[src/rtl/dcc_antilog_decoder.sv]
// Antilogarithm decoder: converts a log-domain sum {K, F} back to the linear product (1.F) * 2^K.
// The pipeline has three valid/ready stages under one global stall, with a zero bypass and saturation.
module dcc_antilog_decoder #(
    parameter int DataIN_width     = 16,
    parameter int truncation_width = 6,
    parameter int DataK_width      = 4
) (
    input  logic                                        clk,
    input  logic                                        rst,
    input  logic                                        in_valid,
    output logic                                        in_ready,
    input  logic [DataK_width+truncation_width+1:0]     in_L,
    input  logic                                        in_zero,
    output logic                                        out_valid,
    input  logic                                        out_ready,
    output logic [2*DataIN_width-1:0]                   out_P,
    output logic                                        out_sat
);

    localparam int PW = 2 * DataIN_width;
    localparam int TW = truncation_width;
    localparam int KW = DataK_width + 2;
    localparam int LW = KW + TW;

    logic          advance;

    logic          s1_valid_q;
    logic [LW-1:0] s1_L_q;
    logic          s1_zero_q;

    logic          s2_valid_q;
    logic [TW:0]   s2_m_q;
    logic          s2_left_q;
    logic [KW-1:0] s2_sh_q;
    logic          s2_sat_q;
    logic          s2_zero_q;

    logic          out_valid_q;
    logic [PW-1:0] out_P_q;
    logic          out_sat_q;

    logic [KW-1:0] s2_k;
    logic [TW:0]   s2_m_d;
    logic          s2_left_d;
    logic [KW-1:0] s2_sh_d;
    logic          s2_sat_d;

    logic [PW-1:0] s3_m_ext;
    logic [PW-1:0] s3_shifted;
    logic [PW-1:0] out_P_d;
    logic          out_sat_d;

    assign advance   = out_ready | ~out_valid_q;
    assign in_ready  = advance;
    assign out_valid = out_valid_q;
    assign out_P     = out_P_q;
    assign out_sat   = out_sat_q;

    // Stage 2: split K/F, choose the shift direction and amount relative to the binary point.
    always_comb begin
        s2_k      = s1_L_q[LW-1:TW];
        s2_m_d    = {1'b1, s1_L_q[TW-1:0]};
        s2_left_d = (s2_k >= KW'(TW));
        s2_sh_d   = s2_left_d ? (s2_k - KW'(TW)) : (KW'(TW) - s2_k);
        s2_sat_d  = (32'(s2_k) >= 32'(PW));
    end

    // Stage 3: the barrel shift; out-of-range left shifts only occur when saturating.
    always_comb begin
        s3_m_ext   = PW'(s2_m_q);
        s3_shifted = s2_left_q ? (s3_m_ext << s2_sh_q) : (s3_m_ext >> s2_sh_q);
        if (s2_zero_q) begin
            out_P_d   = '0;
            out_sat_d = 1'b0;
        end else if (s2_sat_q) begin
            out_P_d   = '1;
            out_sat_d = 1'b1;
        end else begin
            out_P_d   = s3_shifted;
            out_sat_d = 1'b0;
        end
    end

    always_ff @(posedge clk or posedge rst) begin
        if (rst) begin
            s1_valid_q  <= 1'b0;
            s1_L_q      <= '0;
            s1_zero_q   <= 1'b0;
            s2_valid_q  <= 1'b0;
            s2_m_q      <= '0;
            s2_left_q   <= 1'b0;
            s2_sh_q     <= '0;
            s2_sat_q    <= 1'b0;
            s2_zero_q   <= 1'b0;
            out_valid_q <= 1'b0;
            out_P_q     <= '0;
            out_sat_q   <= 1'b0;
        end else if (advance) begin
            s1_valid_q  <= in_valid;
            s1_L_q      <= in_L;
            s1_zero_q   <= in_zero;
            s2_valid_q  <= s1_valid_q;
            s2_m_q      <= s2_m_d;
            s2_left_q   <= s2_left_d;
            s2_sh_q     <= s2_sh_d;
            s2_sat_q    <= s2_sat_d;
            s2_zero_q   <= s1_zero_q;
            out_valid_q <= s2_valid_q;
            out_P_q     <= out_P_d;
            out_sat_q   <= out_sat_d;
        end
    end

endmodule

[config.mk]
export PLATFORM = sky130hd
export DESIGN_NAME = dcc_antilog_decoder
export DESIGN_NICKNAME = d
export VERILOG_FILES = /design/src/rtl/dcc_antilog_decoder.sv
export SDC_FILE = /design/constraint.sdc
export NUM_CORES = 1
export LEC_CHECK = 0
export ABC_AREA = 1
export ABC_CLOCK_PERIOD_IN_PS = 2900
export CORE_MARGIN = 4
export CORE_UTILIZATION = 57
export CTS_BUF_LIST = sky130_fd_sc_hd__clkbuf_4
export DETAILED_ROUTE_END_ITERATION = 8
export GPL_TIMING_DRIVEN = 0
export PLACE_DENSITY = 0.87
export SYNTH_ARGS = -nofsm -noshare
export SYNTH_HDL_FRONTEND = slang
export SYNTH_SLANG_ARGS = --single-unit
[constraint.sdc]
create_clock -name clk -period 2.9 [get_ports clk]
set_clock_uncertainty 0.1 [all_clocks]
set_input_delay 0.725 -clock clk [delete_from_list [all_inputs] [get_ports clk]]
set_output_delay 0.725 -clock clk [all_outputs]
set_load 0.1 [all_outputs]
-- Word-level counts from Yosys, hierarchy flattened
Cells that the tools add are included.
- register bits after elaboration: 65
- latch bits: 0
- memory bits (writable): 0
- memory bits (read-only): 0
- input bits: 17
- output and inout bits: 35
- memories: 0
- add/subtract/negate cells: 2
- multipliers: 0
- divide/modulo/power cells: 0
- order comparisons: 2
- equality and inequality tests: 0
- shift-type cells: 2
- muxes and demuxes: 6
- bitwise operators: 2
- reductions and logical operators: 0
- operators by type and width (kind ; number):
    32-bit two-way mux ; 3
    7-bit by 6-bit << shifter with 32-bit output ; 1
    7-bit by 6-bit >> shifter with 32-bit output ; 1
    6-bit by 3-bit greater-or-equal comparator with 1-bit output, second input constant ; 1
    6-bit greater-or-equal comparator, second input constant ; 1
    6-bit two-way mux ; 1
    3-bit by 6-bit subtractor with 6-bit output, first input constant ; 1
    6-bit by 3-bit subtractor with 6-bit output, second input constant ; 1
    1-bit two-way mux ; 2
    1-bit inverter ; 1
    1-bit OR ; 1

-- Longest topological paths before layout
Gate-level depths: netlist of the first run.
- word-level depth: 4
- depth in mapped cells: 10
- gate-level depth less buffers: 9

-- Least setup slack after synthesis of the first run
No wires, ideal clock.
- path kind: register to output
- start: register out_valid_q, in the netlist out_valid
- end: output port in_ready
- arrival time: 1829 ps
- data required time: 2075 ps
- slack: 246 ps
- stages on the path, launching flop included: 6
- path through: dfrtp_1 inv_1 nor2_4 inv_2 buf_2 buf_2
- word-level cells in the longest chain between the ends: 2
- ends and longest elaborated chain (what ; line ; text):
    start, declared ; 38 ; logic out_valid_q;
    start signal, assigned ; 108 ; out_valid_q <= s2_valid_q;
    1-bit inverter ; 53 ; assign advance = out_ready | ~out_valid_q;
    1-bit OR ; 53 ;
    end, declared ; 11 ; output logic in_ready,
Every way passes these cells.

-- Worst setup path in the final report of the first run
- start: input port out_ready
- end: output port in_ready
- word-level cells in the longest chain between the ends: 1
- ends and longest elaborated chain (what ; line ; text):
    start, declared ; 15 ; input logic out_ready,
    1-bit OR ; 53 ;
Every way passes these cells.

==> run metrics, run 1 <==
outcome complete, no violations; # IOs 52; Met3 Routed Length about 430 um; Reg-to-Reg End s2_sh_q[5]; CTS tree built; syn_nets roughly 480; Mapped Cells about 460; Distinct cells, synth 33; Core ar. about 6100 um2; clk sink count between 60 and 70; share of layout cells above drive strength 1 16.3%; Worst-Skew Late Latency just over 400 ps; total track usage about 27%; vias per cell 5.66; initial core utilization 59.8%; Inserted Clock Buffers 9; CP max stage cell clkdlybuf4s50_1; Final Hold Viols 0; Synth Area per Inst 7.97 um2; CP max stage delay 500 ps; RSZ-0062 raised after global routing false; setup TNS 0 ps; Antenna diodes 0; antenna violations before repair 0; YS warnings 0; Hold/Removal Path Class reg -> reg; FMAX around 360 MHz; Synth async-reset ratio 100%; # fillers between 500 and 600; crit path capture in_ready; endpoints failing setup 0; number of global-route vias before repair 3320; WS Path Type in -> out; R2R Setup Slk about 1300 ps; top-area cell type share of the netlist area 44.8%; synth-to-layout area growth 20.5%; chip width 87.8 um; post-cts gate resize count 7; RePlAce Congestion 0.974; Synth Cell Area approximately 3600 um2; leading post-synthesis cells by cell area dfrtp_1 (45%), nand2_1 (15%), nand3_1 (7.0%); M1 wire length ~3.9 mm; worst r2r src s1_L_q[8]; Row Count 28; dominant cell type by area after synthesis dfrtp_1; first-pass GRT wire length around 16 mm; worst reg-to-reg path cell count 7; Max clock buf depth 2; setup bufs post-CTS 0; hold buffers post-CTS 0; largest net degree at the start of global routing 35; Clock transition at path regs between 100 and 150 ps; DR iter-0 viols 241; DP Worst Slack -917 ps; Seq/Total Area, Yosys between 40% and 50%; top sig layer met4; fin. max-slew vios 0; TritonRoute pass-1 iters 5; IO buf count between 50 and 60; Synth Register Bits 65; Slew @ Worst Pin 1010 ps; fin crit share 96.7%; data arrival time of the worst path about 2000 ps; DRT Wirelength ~9.5 mm; routed wire length per instance around 16 um; Worst setup SP type input port; Hold WS 383 ps; Root Driver clkbuf_4; final setup margin 96.2 ps; CP max FO 19; Slew headroom between 30% and 40%; total number of vias 3375; hpwl dp around 7.4 mm; crit path time final between 2000 and 3000 ps; routed wl met2 between 4 and 5 mm; Critical Path RT 2080 ps; Worst Setup SP out_ready; Final Net Count between 500 and 600; CP Capture Type output pin; Post-DRT Antenna Nets 0; worst-path cell chain clkdlybuf4s50_1 > nor2_4 > inv_2 > buf_2 > buf_6; main flop type after synthesis dfrtp_1; Die Y roughly 88 um; Max-Cap Viols 0; Die ar. ~7700 um2; Remaining DRCs 0; gr ovfl total 0; number of synthesized flops with an enable pin 0; H-tree depth 3
[cell families after synthesis]
group                    Yosys count  share of synthesized area [%]
buffers and inverters             58                           8.38
AO/OA/AOI/OAI                     83                           14.4
flip-flops                        65                           44.8
adder cells (fa/ha/maj)            4                           1.38
AND/OR/NAND/NOR                  243                           30.5
XOR/XNOR                           2                          0.483
[worst max-delay path: cells and delay by family]
| kind | cells | cell delay, ps |
|---|---|---|
| buf+inv | 4 | 1160 |
| simple gates | 1 | 90 |
[cells in the mapped netlist (2+ instances only)]
cell,number
nor2_8,2
o211ai_1,5
inv_2,4
buf_2,11
nor2_1,14
buf_6,7
nor2_2,3
nor3_1,2
a31oi_1,4
inv_1,29
dfrtp_1,65
nand3_1,51
inv_4,2
nand3_2,2
nand4_1,7
or2_2,3
nand2_1,148
a21oi_1,10
buf_4,3
a21oi_2,20
nor2_4,4
o21ai_0,28
ha_1,4
xor2_1,2
nand2_2,5
o21ai_1,13
[layout by cell type (no fill, tap or decap), types with 7 or more instances in the layout]
cell type / count
o21ai_0: 28
nand4_1: 7
o21ai_1: 13
buf_2: 10
buf_6: 8
nor2_1: 14
inv_1: 28
nand3_1: 51
a21oi_2: 20
dfrtp_1: 65
a21oi_1: 10
clkdlybuf4s50_1: 50
clkbuf_4: 11
nand2_1: 148
[per-stage QoR]
stage,utilization [%],cell area [um2],instances
detailed placement,70.1,4250,582
CTS,72.1,4370,596
finish,72.1,4370,596
floorplan,-,3630,455
global placement,69.8,4230,581
global route,72.1,4370,596
[sequential cells by signal, summed over array words and instances, names as in the netlist]
signal	count
out_P	32
s1_L_q	12
s2_m_q	7
s2_sh_q	6
out_sat	1
out_valid	1
s1_valid_q	1
s1_zero_q	1
s2_left_q	1
s2_sat_q	1
s2_valid_q	1
s2_zero_q	1
[metal layers]
layer	GRT usage (%)	vias to the layer above
li1	-	1615
met1	32.2	1602
met2	46.8	125
met3	3.95	33
met4	14.4	0
met5	0	-
[worst min path at each step]
stage	startpoint	endpoint	slack (ps)	depth (start not counted)
5_1_grt	s2_valid_q	out_valid	410	1
3_3_place_gp	s2_valid_q	out_valid	350	1
2_1_floorplan	s2_valid_q	out_valid	340	1
4_1_cts	s2_valid_q	out_valid	390	1
6_report	s2_valid_q	out_valid	380	1
3_5_place_dp	s2_valid_q	out_valid	360	1
[area by class of cell]
cell class / instances / area, um2 / share of cell area (%)
multi-input cells: 332 / 1700 / 38.8
flip-flops and latches: 65 / 1630 / 37.2
repair buffers: 52 / 532 / 12.2
plain buffers: 22 / 163 / 3.72
inverters: 35 / 136 / 3.12
well taps: 75 / 93.8 / 2.15
clock buffers: 10 / 75.1 / 1.72
clock inverters: 5 / 47.5 / 1.09
Power of run 1 is left out: the tool's default activity adds up to more than one toggle a clock period on the data nets, which glitch-free logic cannot reach.
==> inputs of run 2 (changes only) <==
Settings changed: ABC_CLOCK_PERIOD_IN_PS 2900 to 3300, CORE_UTILIZATION 57 to 60, PLACE_DENSITY 0.87 to default, PLACE_DENSITY_LB_ADDON from default to 0.12.
Clock period 2.9 ns to 3.3 ns, I/O delays scaled along.
==> run 2 against run 1 <==
Net effect:
- critical path depth up 1
- critical path type unchanged
- final cell count up 0.34%
- register-to-register slack better by 420 ps
- non-clock buffer count up 1
- die area down 4.5%
- global-route usage up 0.99 points
- largest cell class unchanged
- sequential share of layout area down 0.34 points
- first-iteration DRC count down 7.9%
- count of clock-buffer cells in the layout unchanged
==> run metrics, run 2 (synthesized netlist as in run 1, its figures left out) <==
outcome complete, no violations; DR iter-0 viols between 200 and 250; first-pass GRT wire length ~16 mm; gr ovfl total 0; setup bufs post-CTS 0; WS Path Type in -> out; most frequent cells in the layout nand2_1 (148), dfrtp_1 (65), nand3_1 (51); share of layout cells above drive strength 1 between 10% and 20%; synth-to-layout area growth 21.6%; Root Driver clkbuf_4; Die ar. approximately 7400 um2; RSZ-0062 raised after global routing false; largest net degree at the start of global routing 39; post-route cell area ~4400 um2; Final Hold Viols 0; Slew @ Worst Pin 985 ps; Clock transition at path regs 110 ps; clk sink count 65; CTS tree built; # fillers about 460; RePlAce Congestion between 0.9 and 1; commonest non-fill, non-tap cell in the layout nand2_1; total track usage 27.9%; fin. max-slew vios 0; Row Count 28; crit path time final approximately 3200 ps; Antenna diodes 0; Slew headroom approximately 34%; IO buf count 51; Max clock buf depth 2; Final Net Count ~540; Critical Path RT ~2400 ps; hpwl dp 7.32 mm; Worst-Skew Late Latency about 420 ps; CP Capture Type output pin; # IOs 52; endpoints failing setup 0; CP max FO 10; chip width ~86 um; Remaining DRCs 0; Multi-input gate area ~1700 um2; Placed Instance Area roughly 4300 um2; initial core utilization roughly three fifths; Inserted Clock Buffers 9; total number of vias 3369; DRT Wirelength about 9.5 mm; Worst setup SP type input port; H-tree depth 3; final core occ 74.9%; fin crit share between 90% and 100%; setup TNS 0 ps; TritonRoute pass-1 iters 7; Hold/Removal Path Class reg -> reg; Hold WS slightly below 400 ps; Post-DRT Antenna Nets 0; routed wire length per instance about 16 um; data arrival time of the worst path about 2300 ps; Sequential cell area approximately 1600 um2; antenna violations before repair 0; number of global-route vias before repair between 3000 and 4000; max reg flops 32; vias per cell between 5 and 6; FMAX 312 MHz; Max-Cap Viols 0; Core ar. 5890 um2; Die Y around 86 um
## run 2: changes by cell type in the layout (fill, tap and decap cells not counted), sizes merged
cell and change:
buf +1, clkinv -2, bufinv +1, clkinvlp +2
## run 2: per-layer routing
layer / wire [um] / global-route usage, % / vias to the layer above
met4: 351 / 13.7 / 0
met5: 0 / 0 / -
met3: 431 / 4.42 / 33
met1: 3880 / 34.6 / 1593
met2: 4820 / 47.6 / 121
li1: - / - / 1622
## run 2: per-stage QoR
step | setup slack (ps) | std cells
after CTS | 43.2 | 598
after floorplan | 546 | 455
final | 99.8 | 598
after detailed placement | -794 | 582
after global placement | -748 | 581
after global routing | 19.3 | 598
## run 2: cell type report
cell class / instances / share of cell area (%)
Inverter: 35 / 3.09
Multi-Input combinational cell: 332 / 38.5
Clock inverter: 6 / 1.87
Timing Repair Buffer: 52 / 12.1
Buffer: 23 / 3.80
Sequential cell: 65 / 36.9
Tap cell: 75 / 2.13
Clock buffer: 10 / 1.70
## run 2: timing repair
item,CTS,global route
hold buffers,0,0
setup endpoints to repair,1,1
gates resized for setup,6,1
## run 2: critical path: stages
cell and delay (ps):
clkdlybuf4s50_1 520, nor2_4 100, inv_2 60, buf_2 220, buf_2 280, buf_6 260
## run 2: final timing paths
| check | start | end | slack, ps | cells after the start |
|---|---|---|---|---|
| setup reg to reg | s1_L_q[7] | s2_sh_q[5] | 1680 | 7 |
| hold reg to reg | out_P[0] | out_P[0] | 390 | 2 |
| min in group asynchronous | rst | out_P[10] | 670 | 2 |
| setup / recovery | out_ready | in_ready | 100 | 6 |
| max in group asynchronous | rst | s2_sh_q[4] | 1820 | 3 |
| hold / removal | out_P[0] | out_P[0] | 390 | 2 |
Power of run 2 is left out for the same reason.
==> inputs of run 3 (changes only) <==
Settings changed: ABC_CLOCK_PERIOD_IN_PS 3300 to 3100, CORE_UTILIZATION 60 to 57.
Clock period 3.3 ns to 3.1 ns, I/O delays scaled along.
==> run 3 against run 2 <==
Net effect:
- final area increased by 0.17%
- die area increased by 4.8%
- sequential share of layout area decreased by 0.063 points
- worst hold slack got worse by 5.4 ps
- register-to-register slack got worse by 230 ps
- core utilization decreased by 2.0 points
- largest cell class unchanged
==> run metrics, run 3 (synthesized netlist as in run 1, its figures left out) <==
routed wire length per instance between 15 and 20 um; total track usage 25.9%; clk sink count 65; chip width slightly below 90 um; Final Net Count ~540; routed wl met2 4.55 mm; first-pass GRT wire length around 15 mm; worst-path cell chain clkdlybuf4s50_1 > nor2_4 > inv_2 > buf_2 > buf_2 > buf_6; Slew headroom between 30% and 40%; data arrival time of the worst path ~2100 ps; outcome complete, no violations; RSZ-0062 raised after global routing false; commonest non-fill, non-tap cell in the layout nand2_1; # fillers 500; CP most frequent cell buf_2; Post-DRT Antenna Nets 0; WS Path Type in -> out; Core ar. 6060 um2; CP Capture Type output pin; Remaining DRCs 0; synth-to-layout area growth 21.8%; DRT Wirelength 9.45 mm; Root Driver clkbuf_4; most frequent cells in the layout nand2_1 (148), dfrtp_1 (65), nand3_1 (51); Die Y between 80 and 90 um; crit path time final between 3000 and 4000 ps; largest net degree at the start of global routing 39; total number of vias about 3300; Final Hold Viols 0; Max clock buf depth 2; H-tree depth 3; max reg flops 32; Max-Cap Viols 0; Crit path max-delay family buffers and inverters; final core occ roughly 73%; DR iter-0 viols between 150 and 200; fin. max-slew vios 0; # IOs 52; Hold/Removal Path Class reg -> reg; Met3 Routed Length 547 um; hpwl dp 7.36 mm; Inserted Clock Buffers 9; IO buf count 51; fin crit share between 90% and 100%; Slew @ Worst Pin approximately 990 ps; antenna violations before repair 0; initial core utilization 59.8%; Worst setup SP type input port; FMAX 333 MHz; CP bufs+invs 5; worst r2r src s1_L_q[7]; Row Count 28; M1 wire length 4.01 mm; share of layout cells above drive strength 1 between 10% and 20%; hold_sp s2_valid_q; CP max FO 10; Antenna diodes 0; TritonRoute pass-1 iters 5; top sig layer met4; Die ar. between 7000 and 8000 um2; CTS tree built; Worst-Skew Late Latency 410 ps; CP max stage cell clkdlybuf4s50_1; vias per cell about 5.6; endpoints failing setup 0; Critical Path RT approximately 2200 ps; Worst Setup SP out_ready; RePlAce Congestion ~0.91; Clock transition at path regs between 100 and 150 ps; R2R Setup Slk roughly 1500 ps; CP max stage delay 500 ps; gr ovfl total 0; number of global-route vias before repair 3164
==> run 3: cell count changes in the layout (fill, tap and decap cells not counted) <==
cell	before	now
clkinv_1	2	1
clkinvlp_4	2	0
clkinv_4	0	2
inv_6	0	1
==> run 3: final cells by class <==
class	count	area [um2]	share of cell area, %
repair buffers	52	532	12.0
multi-input cells	332	1700	38.4
well taps	75	93.8	2.12
inverters	35	136	3.09
plain buffers	23	168	3.79
flip-flops and latches	65	1630	36.8
clock buffers	10	75.1	1.70
clock inverters	6	90.1	2.04
==> run 3: per-stage QoR <==
| step | hold WS (ps) | TNS, ps | cell area [um2] | setup WS (ps) | cells |
|---|---|---|---|---|---|
| after floorplan | 340 | 0 | 3630 | 396 | 455 |
| after global placement | 347 | -28010 | 4230 | -797 | 581 |
| after detailed placement | 366 | -826 | 4250 | -826 | 582 |
| after CTS | 393 | 0 | 4410 | 36.2 | 598 |
| after global routing | 413 | 0 | 4420 | 41.9 | 598 |
| final | 389 | 0 | 4420 | 97.4 | 598 |
==> run 3: final timing paths <==
check	to	cells after the start
setup / recovery	in_ready	6
hold / removal	out_valid	1
setup reg to reg	s2_sh_q[5]	7
hold reg to reg	out_valid	1
max in group asynchronous	s2_sh_q[3]	3
min in group asynchronous	s1_L_q[10]	2
==> run 3: metal layers <==
| layer | vias up | GRT usage [%] |
|---|---|---|
| met3 | 31 | 4.14 |
| met1 | 1542 | 33.2 |
| met5 | - | 0 |
| met2 | 132 | 43.6 |
| li1 | 1624 | - |
| met4 | 0 | 10.9 |
==> run 3: timing repair <==
item | 4_1_cts | 5_1_grt
resized for setup | 6 | 1
setup buffers | 0 | 0
endpoints found under the setup margin | 1 | 1
hold buffers | 0 | 0
Power of run 3 is left out for the same reason.
